`config.mk`:
```
export PLATFORM = sky130hd
export DESIGN_NAME = button_conditioner
export DESIGN_NICKNAME = d
export VERILOG_FILES = /design/src/rtl/button_pkg.sv /design/src/rtl/debounce_channel.sv /design/src/rtl/button_conditioner.sv
export SDC_FILE = /design/constraint.sdc
export NUM_CORES = 1
export LEC_CHECK = 0
export ABC_CLOCK_PERIOD_IN_PS = 1600
export CAP_MARGIN = 20
export CORE_MARGIN = 2
export CORE_UTILIZATION = 40
export DETAILED_ROUTE_END_ITERATION = 8
export MAX_ROUTING_LAYER = met4
export PLACE_DENSITY = 0.67
export SLEW_MARGIN = 20
export SYNTH_ARGS = -nofsm -noshare
export SYNTH_HDL_FRONTEND = slang
export SYNTH_SLANG_ARGS = --single-unit
```
`constraint.sdc`:
```
create_clock -name clk -period 1.6 [get_ports clk]
set_input_delay 0.32 -clock clk [delete_from_list [all_inputs] [get_ports clk]]
set_output_delay 0.32 -clock clk [all_outputs]
set_load 0.02 [all_outputs]
```
`src/rtl/button_pkg.sv`:
```
//------------------------------------------------------------------------------
// Module      : button_pkg
// Description : Channel state encoding and counter-width helpers shared by
//               the button conditioner.
// Revision    : 1.0 - initial release
//------------------------------------------------------------------------------
`default_nettype none

package button_pkg;

  typedef enum logic [1:0] {
    LOW       = 2'd0,
    PEND_HIGH = 2'd1,
    HIGH      = 2'd2,
    PEND_LOW  = 2'd3
  } chan_state_t;

  // Bits needed to count 0 .. n-1, never less than one.
  function automatic int cnt_width(input int n);
    return (n > 2) ? $clog2(n) : 1;
  endfunction

  function automatic int max_int(input int a, input int b);
    return (a > b) ? a : b;
  endfunction

endpackage

`default_nettype wire

```
`src/rtl/debounce_channel.sv`:
```
//------------------------------------------------------------------------------
// Module      : debounce_channel
// Description : One button: 2-flop synchroniser, debounce FSM, press pulse and
//               optional auto-repeat (macro BUTTON_REPEAT_EN).
// Revision    : 1.0 - initial release
//------------------------------------------------------------------------------
`default_nettype none

module debounce_channel #(
  parameter int DEBOUNCE_CYCLES = 250000
`ifdef BUTTON_REPEAT_EN
  ,
  parameter int REPEAT_DELAY    = 50000000,
  parameter int REPEAT_PERIOD   = 12500000
`endif
) (
  input  logic clk,
  input  logic reset,
  input  logic raw,
  output logic level,
  output logic pulse
);
  import button_pkg::*;

  localparam int            CW   = cnt_width(DEBOUNCE_CYCLES);
  localparam logic [CW-1:0] LAST = CW'(DEBOUNCE_CYCLES - 1);

  logic          sync_meta, sync;
  chan_state_t   state, state_nx;
  logic [CW-1:0] count, count_nx;
  logic          level_nx, pulse_nx;

`ifdef BUTTON_REPEAT_EN
  localparam int            RW        = cnt_width(max_int(REPEAT_DELAY, REPEAT_PERIOD));
  localparam logic [RW-1:0] REP_FIRST = RW'(REPEAT_DELAY - 1);
  localparam logic [RW-1:0] REP_NEXT  = RW'(REPEAT_PERIOD - 1);

  logic [RW-1:0] rep_count, rep_count_nx;
  logic          rep_armed, rep_armed_nx;
`endif

  always_ff @(posedge clk or negedge reset) begin
    if (!reset) begin
      sync_meta <= 1'b0;
      sync      <= 1'b0;
    end else begin
      sync_meta <= raw;
      sync      <= sync_meta;
    end
  end

  always_ff @(posedge clk or negedge reset) begin
    if (!reset) begin
      state     <= LOW;
      count     <= '0;
      level     <= 1'b0;
      pulse     <= 1'b0;
`ifdef BUTTON_REPEAT_EN
      rep_count <= '0;
      rep_armed <= 1'b0;
`endif
    end else begin
      state     <= state_nx;
      count     <= count_nx;
      level     <= level_nx;
      pulse     <= pulse_nx;
`ifdef BUTTON_REPEAT_EN
      rep_count <= rep_count_nx;
      rep_armed <= rep_armed_nx;
`endif
    end
  end

  always_comb begin
    state_nx = state;
    count_nx = count;
    level_nx = level;
    pulse_nx = 1'b0;
    case (state)
      LOW: begin
        if (sync) begin
          state_nx = PEND_HIGH;
          count_nx = '0;
        end
      end
      PEND_HIGH: begin
        if (!sync) begin
          state_nx = LOW;
          count_nx = '0;
        end else if (count == LAST) begin
          state_nx = HIGH;
          count_nx = '0;
          level_nx = 1'b1;
          pulse_nx = 1'b1;
        end else begin
          count_nx = count + CW'(1);
        end
      end
      HIGH: begin
        if (!sync) begin
          state_nx = PEND_LOW;
          count_nx = '0;
        end
      end
      PEND_LOW: begin
        if (sync) begin
          state_nx = HIGH;
          count_nx = '0;
        end else if (count == LAST) begin
          state_nx = LOW;
          count_nx = '0;
          level_nx = 1'b0;
        end else begin
          count_nx = count + CW'(1);
        end
      end
      default: begin
        state_nx = LOW;
        count_nx = '0;
      end
    endcase

`ifdef BUTTON_REPEAT_EN
    // Repeat timing restarts every time the channel (re)enters HIGH.
    rep_count_nx = '0;
    rep_armed_nx = 1'b0;
    if (state == HIGH && state_nx == HIGH) begin
      rep_armed_nx = rep_armed;
      if (rep_count == (rep_armed ? REP_NEXT : REP_FIRST)) begin
        pulse_nx     = 1'b1;
        rep_armed_nx = 1'b1;
      end else begin
        rep_count_nx = rep_count + RW'(1);
      end
    end
`endif
  end

endmodule

`default_nettype wire

```
`src/rtl/button_conditioner.sv`:
```
//------------------------------------------------------------------------------
// Module      : button_conditioner
// Description : NUM_BUTTONS independent debounce/one-pulse channels; auto-repeat
//               enabled by macro BUTTON_REPEAT_EN.
// Revision    : 1.0 - initial release
//------------------------------------------------------------------------------
`default_nettype none

module button_conditioner #(
  parameter int NUM_BUTTONS     = 2,
  parameter int DEBOUNCE_CYCLES = 250000
`ifdef BUTTON_REPEAT_EN
  ,
  parameter int REPEAT_DELAY    = 50000000,
  parameter int REPEAT_PERIOD   = 12500000
`endif
) (
  input  logic                   clk,
  input  logic                   reset,
  input  logic [NUM_BUTTONS-1:0] buttons_raw,
  output logic [NUM_BUTTONS-1:0] buttons_level,
  output logic [NUM_BUTTONS-1:0] buttons_pulse
);
  import button_pkg::*;

  for (genvar i = 0; i < NUM_BUTTONS; i++) begin : g_chan
    debounce_channel #(
      .DEBOUNCE_CYCLES (DEBOUNCE_CYCLES)
`ifdef BUTTON_REPEAT_EN
      ,
      .REPEAT_DELAY    (REPEAT_DELAY),
      .REPEAT_PERIOD   (REPEAT_PERIOD)
`endif
    ) u_chan (
      .clk   (clk),
      .reset (reset),
      .raw   (buttons_raw[i]),
      .level (buttons_level[i]),
      .pulse (buttons_pulse[i])
    );
  end

endmodule

`default_nettype wire

```
==> After elaboration in Yosys (flattened, before gate mapping) <==
Cells that the tools add are included.
{ "totals": {"ff_bits": 48, "output_inout_bits": 4, "word_cells": 90} }
{ "op_classes": {"n_addsub": 2, "eq_ne": 24, "mux": 42, "reduce_logical": 10} }
{ "op_table": {"columns": ["operator", "n"], "rows": [
  ["18-bit 2-to-1 mux", 10],
  ["18-bit one-hot mux with 4 select lines", 2],
  ["18-bit by 1-bit adder with 18-bit output (second input constant)", 2],
  ["18-bit equality test (second input constant)", 2],
  ["2-bit 2-to-1 mux", 12],
  ["2-bit by 1-bit inequality test with 1-bit output (second input constant)", 8],
  ["2-bit one-hot mux with 4 select lines", 2],
  ["1-bit 2-to-1 mux", 14],
  ["5-bit AND reduction", 2],
  ["2-bit equality test (second input constant)", 4],
  ["2-bit inequality test (second input constant)", 4],
  ["4-bit AND reduction", 2],
  ["3-bit by 1-bit inequality test with 1-bit output (second input constant)", 2],
  ["3-bit inequality test (second input constant)", 2],
  ["2-bit by 1-bit equality test with 1-bit output (second input constant)", 2],
  ["2-bit zero test", 2],
  ["1-bit one-hot mux with 2 select lines", 2],
  ["2-bit AND reduction", 2],
  ["2-bit nonzero test", 2]
]} }

==> Depth between registers and ports, before layout <==
{ "depth": {"depth_word": 4, "depth_mapped": 7} }

==> Hierarchy <==
Synthesis repeated with hierarchy kept, for this count alone.
{ "unflattened": {"cells_unflattened": 276, "area_unflattened_um2": 2595.0} }
{ "by_module_without_submodules": {"columns": ["mod", "instances", "cells_per_inst", "area_each_um2", "seq_area_each_um2"], "rows": [
  ["debounce_channel", 2, 138, 1297.5, 600.6]
]} }

==> Least setup slack after synthesis <==
OpenSTA, ideal clock, no wires.
{ "synth_timing": {"path_kind": "reg2reg", "startpoint": "reg g_chan[0].u_chan.count[0]", "endpoint": "reg g_chan[0].u_chan.count[15]", "setup_time_ns": 0.079, "t_arrival_ns": 1.557, "t_required_ns": 1.521, "setup_slack_ns": -0.036, "stages_incl_launch_ff": 8, "path_cell_list": "dfrtp_1 > ha_1 > and3_1 > and3_1 > a21oi_4 > buf_6 > nand4_1 > mux2i_1"} }
{ "synth_via": {"elab_chain_cells": 4} }
{ "synth_rtl": {"columns": ["item", "line", "text"], "rows": [
  ["start, declared", "debounce_channel.sv:30", "logic [CW-1:0] count, count_nx;"],
  ["start signal, assigned", "debounce_channel.sv:64", "count <= count_nx;"],
  ["18-bit by 1-bit adder with 18-bit output or 18-bit equality test (tied branches)", null, null],
  ["18-bit 2-to-1 mux (*)", "debounce_channel.sv:90, debounce_channel.sv:109", null],
  ["18-bit 2-to-1 mux, on equally long branches", "debounce_channel.sv:106, debounce_channel.sv:87", null],
  ["18-bit one-hot mux with 4 select lines (*)", "debounce_channel.sv:79", "case (state)"]
]} }
Every way passes the cells marked *; elsewhere a longest branch is shown, timed or not.
A chain may end at the register's enable or synchronous reset.

==> Final worst setup path <==
{ "layout_timing": {"startpoint": "reg g_chan[1].u_chan.sync", "endpoint": "reg g_chan[1].u_chan.count[17]"} }
{ "layout_via": {"elab_chain_cells": 2} }
{ "layout_rtl": {"columns": ["item", "line", "text"], "rows": [
  ["start, declared", "debounce_channel.sv:28", "logic sync_meta, sync;"],
  ["start signal, assigned", "debounce_channel.sv:48", "sync <= sync_meta;"],
  ["18-bit 2-to-1 mux, or another cell as far along", "debounce_channel.sv:106", "if (sync) begin"],
  ["18-bit one-hot mux with 4 select lines or 2-bit AND reduction (tied branches)", null, null],
  ["end signal, assigned", "debounce_channel.sv:64", null],
  ["end, declared", "debounce_channel.sv:30", null]
]} }
Parallel ways exist; a longest one is shown, timed or not.

==> metrics <==
RSZ-0062 raised after global routing true; setup slack after layout -0.0328 ns; leakage power 0.00154 uW; WS Path Type reg -> reg; max_slew headroom 71.6%; total power 2410 uW; crit start category flop; buffer levels on the longest clock path 2; minimum clock period 1.63 ns; Worst Hold Class reg -> reg; # port buffers 7; H-tree lvl count 2; worst hold start g_chan[1].u_chan.sync_meta; area of combinational cells with multiple inputs 0.00148 mm2; number of global-route vias before repair 2298; master of the slowest instance on the critical path sky130_fd_sc_hd__dfrtp_1; total via count in the routed design 2292; initial core utilization 41.4%; drt pass-1 iters 4; Synthesis Warnings 0; Seq/Total Area, Yosys 45.7%; WHS Endpoint g_chan[1].u_chan.sync; library cell with the largest summed area after synthesis sky130_fd_sc_hd__dfrtp_1; number of flops mapped to enable cells by yosys 0; remaining number of nets flagged by the antenna check after routing 0; maxcap violations 0; fin nets 343; R2R Path End g_chan[1].u_chan.count[17]; main area contributors after synthesis sky130_fd_sc_hd__dfrtp_1 46%, sky130_fd_sc_hd__nand3_1 4.6%, sky130_fd_sc_hd__a21oi_1 3.8%; core region area 0.00635 mm2; arrival time at the worst endpoint 1.87 ns; total negative slack for setup checks -0.164 ns; number of cells traversed by the worst hold path 0; run status complete, but fails checks; count leader, synth sky130_fd_sc_hd__dfrtp_1; slew of the pin with the lowest slew margin 0.425 ns; Worst setup EP type flop; clock root buffer sky130_fd_sc_hd__clkbuf_8; residual overflow from global routing 0; clock insertion delay at the later pin of the skew report 0.31 ns; Die Area 0.00723 mm2; depth of the most critical reg-to-reg path 7; Setup Viol. Count Final 10; total CTS buffers 5; post-detailed-placement half-perimeter wirelength 4050 um; WL/cell 14.4 um; library cells used by synthesis 54; proportion of layout cells with a drive suffix above 1 35.8%; CTS tree done; first-pass GRT wire length 10100 um; Post-Synthesis Mean Instance Area 9.49 um2; fmax 0.612 GHz; vias per inst 5.52; clock tree sinks 48; slowest stage delay, CP 0.42 ns; violated checks negative setup slack; most frequent cells after synthesis 48 x sky130_fd_sc_hd__dfrtp_1, 25 x sky130_fd_sc_hd__nand2_1, 24 x sky130_fd_sc_hd__nand3_1; post-detailed-routing wire length 5980 um; final count of pins violating max slew 0; Data required, critical path 1.83 ns; worst hold margin 0.361 ns; worst flop-to-flop path startpoint g_chan[1].u_chan.sync; final worst clock skew 0.00609 ns; GP Congestion 0.812; Worst R2R Setup Slack -0.03 ns; maximum number of pins on one net before global-route repair 49; antenna violations before repair 0; final count of hold timing violations 0; Area Growth Syn to Fin 33.5%; top_reg_cell synth sky130_fd_sc_hd__dfrtp_1; number of storage elements in the synthesis netlist 48; detailed router's first-iteration violation count 114; CTS clk-pin slew, worst paths 0.09 ns; Diodes inserted 0; # rows 29; post-route design area 0.00351 mm2; # fillers 544; Placed Area 0.00307 mm2; die width 85.1 um; crit path max fanout 8; power density normalized to cell area 686 mW/mm2; number of placed I/O pins 8; Die H 85.1 um; total area of sequential cells 0.00120 mm2; critical-path cell list xor2_2, buf_4, nand2_4, a21oi_4, buf_12, nand4_1, mux2i_1; synthesized cell area 0.00263 mm2; Residual DRC 0; GRT Util Overall 17.7%; post-synthesis net count 283; share of the cycle needed by the critical path after routing 102%; async set or reset register ratio after synthesis 100%; number of instances in the synthesized netlist 277; VDD IR max 512 uV; area share of the largest cell type after synthesis 45.7%
power breakdown:
group	switching, uW	total [uW]	internal (uW)
combinational	114	213	99.3
clock	438	950	512
sequential	14.8	1240	1230
stage by stage:
| stage | worst slack (ns) | instances | utilization [%] |
|---|---|---|---|
| after global routing | -0.138 | 415 | 55.2 |
| final | -0.0328 | 415 | 55.2 |
| after floorplan | 0.0104 | 277 | - |
| after global placement | -0.0620 | 393 | 48.4 |
| after CTS | -0.0218 | 407 | 51.8 |
| after detailed placement | -0.0700 | 393 | 48.4 |
kinds of logic after synthesis:
family	share of synthesized area, %
DFF	45.7
xor gates and xnor gates	0.953
and+or+nand+nor	29.2
adders and majority gates	0.952
buffers and inverters	5.33
muxes	4.71
AOI/OAI and AO/OA	13.1
sequential cells by signal, summed over array words and instances, names as in the netlist, named ones only:
signal,cells
g_chan.u_chan.sync_meta,2
g_chan.u_chan.pulse,2
g_chan.u_chan.level,2
g_chan.u_chan.count,36
g_chan.u_chan.state,2
g_chan.u_chan.sync,2
how the worst max path moves through the flow:
stage / to / slack (ns) / start
floorplan: g_chan[0].u_chan.count[15] / 0.01 / g_chan[0].u_chan.count[0]
detailed placement: g_chan[0].u_chan.level / -0.07 / g_chan[0].u_chan.count[8]
CTS: g_chan[0].u_chan.count[0] / -0.02 / g_chan[0].u_chan.count[8]
global route: g_chan[0].u_chan.count[5] / -0.14 / g_chan[0].u_chan.count[0]
global placement: g_chan[0].u_chan.level / -0.06 / g_chan[0].u_chan.count[8]
finish: g_chan[1].u_chan.count[17] / -0.03 / g_chan[1].u_chan.sync
final cells by class:
cell class	count	area share, %
clock buffer	6	2.35
clock inverter	2	1.11
inverter	8	0.856
multi-input combinational	205	42.1
sequential	48	34.2
tap	77	2.75
timing repair buffer	69	16.6
critical path: cells and delay by family, from the launching register on:
family / cells / cell delay (ns)
AO/OA/AOI/OAI: 1 / 0.27
multiplexers: 1 / 0.15
buffers and inverters: 2 / 0.35
XOR/XNOR: 1 / 0.24
flip-flops: 1 / 0.42
AND/OR/NAND/NOR: 2 / 0.14
repair_timing:
item,CTS,global route
endpoints found under the setup margin,28,36
cloned,1,0
gates resized for setup,13,42
hold buffers,1,0
pin swaps,12,25
buffers inserted,4,8
endpoints found under the hold margin,48,0
cells in the final DEF, fill, tap and decap left out, types with 3 or more instances in the layout:
| cell | Yosys | final |
|---|---|---|
| sky130_fd_sc_hd__a21oi_2 | 0 | 6 |
| sky130_fd_sc_hd__a22o_1 | 3 | 3 |
| sky130_fd_sc_hd__inv_1 | 8 | 8 |
| sky130_fd_sc_hd__mux2i_1 | 9 | 9 |
| sky130_fd_sc_hd__o21ai_1 | 1 | 5 |
| sky130_fd_sc_hd__a31oi_1 | 5 | 4 |
| sky130_fd_sc_hd__mux2_2 | 3 | 3 |
| sky130_fd_sc_hd__and2_1 | 5 | 4 |
| sky130_fd_sc_hd__nand2_1 | 25 | 23 |
| sky130_fd_sc_hd__buf_4 | 4 | 53 |
| sky130_fd_sc_hd__o21ai_0 | 15 | 11 |
| sky130_fd_sc_hd__dfrtp_1 | 48 | 48 |
| sky130_fd_sc_hd__buf_6 | 4 | 6 |
| sky130_fd_sc_hd__or2_2 | 3 | 3 |
| sky130_fd_sc_hd__a21oi_1 | 20 | 12 |
| sky130_fd_sc_hd__a21oi_4 | 2 | 4 |
| sky130_fd_sc_hd__nand4_1 | 14 | 14 |
| sky130_fd_sc_hd__and3_4 | 0 | 4 |
| sky130_fd_sc_hd__and3_1 | 7 | 4 |
| sky130_fd_sc_hd__nand3_2 | 1 | 5 |
| sky130_fd_sc_hd__nor3_1 | 5 | 5 |
| sky130_fd_sc_hd__or3_1 | 6 | 6 |
| sky130_fd_sc_hd__clkdlybuf4s50_1 | 0 | 3 |
| sky130_fd_sc_hd__nor2_1 | 17 | 14 |
| sky130_fd_sc_hd__clkbuf_8 | 0 | 6 |
| sky130_fd_sc_hd__nand3_1 | 24 | 19 |
layer usage:
| metal | up-vias | track usage [%] | wire length (um) |
|---|---|---|---|
| li1 | 1129 | - | - |
| met4 | 0 | 6.64 | 77 |
| met2 | 44 | 30.4 | 3200 |
| met3 | 8 | 3.31 | 173 |
| met5 | - | - | 0 |
| met1 | 1111 | 20.5 | 2520 |
Power figures use the tool's default switching activity.
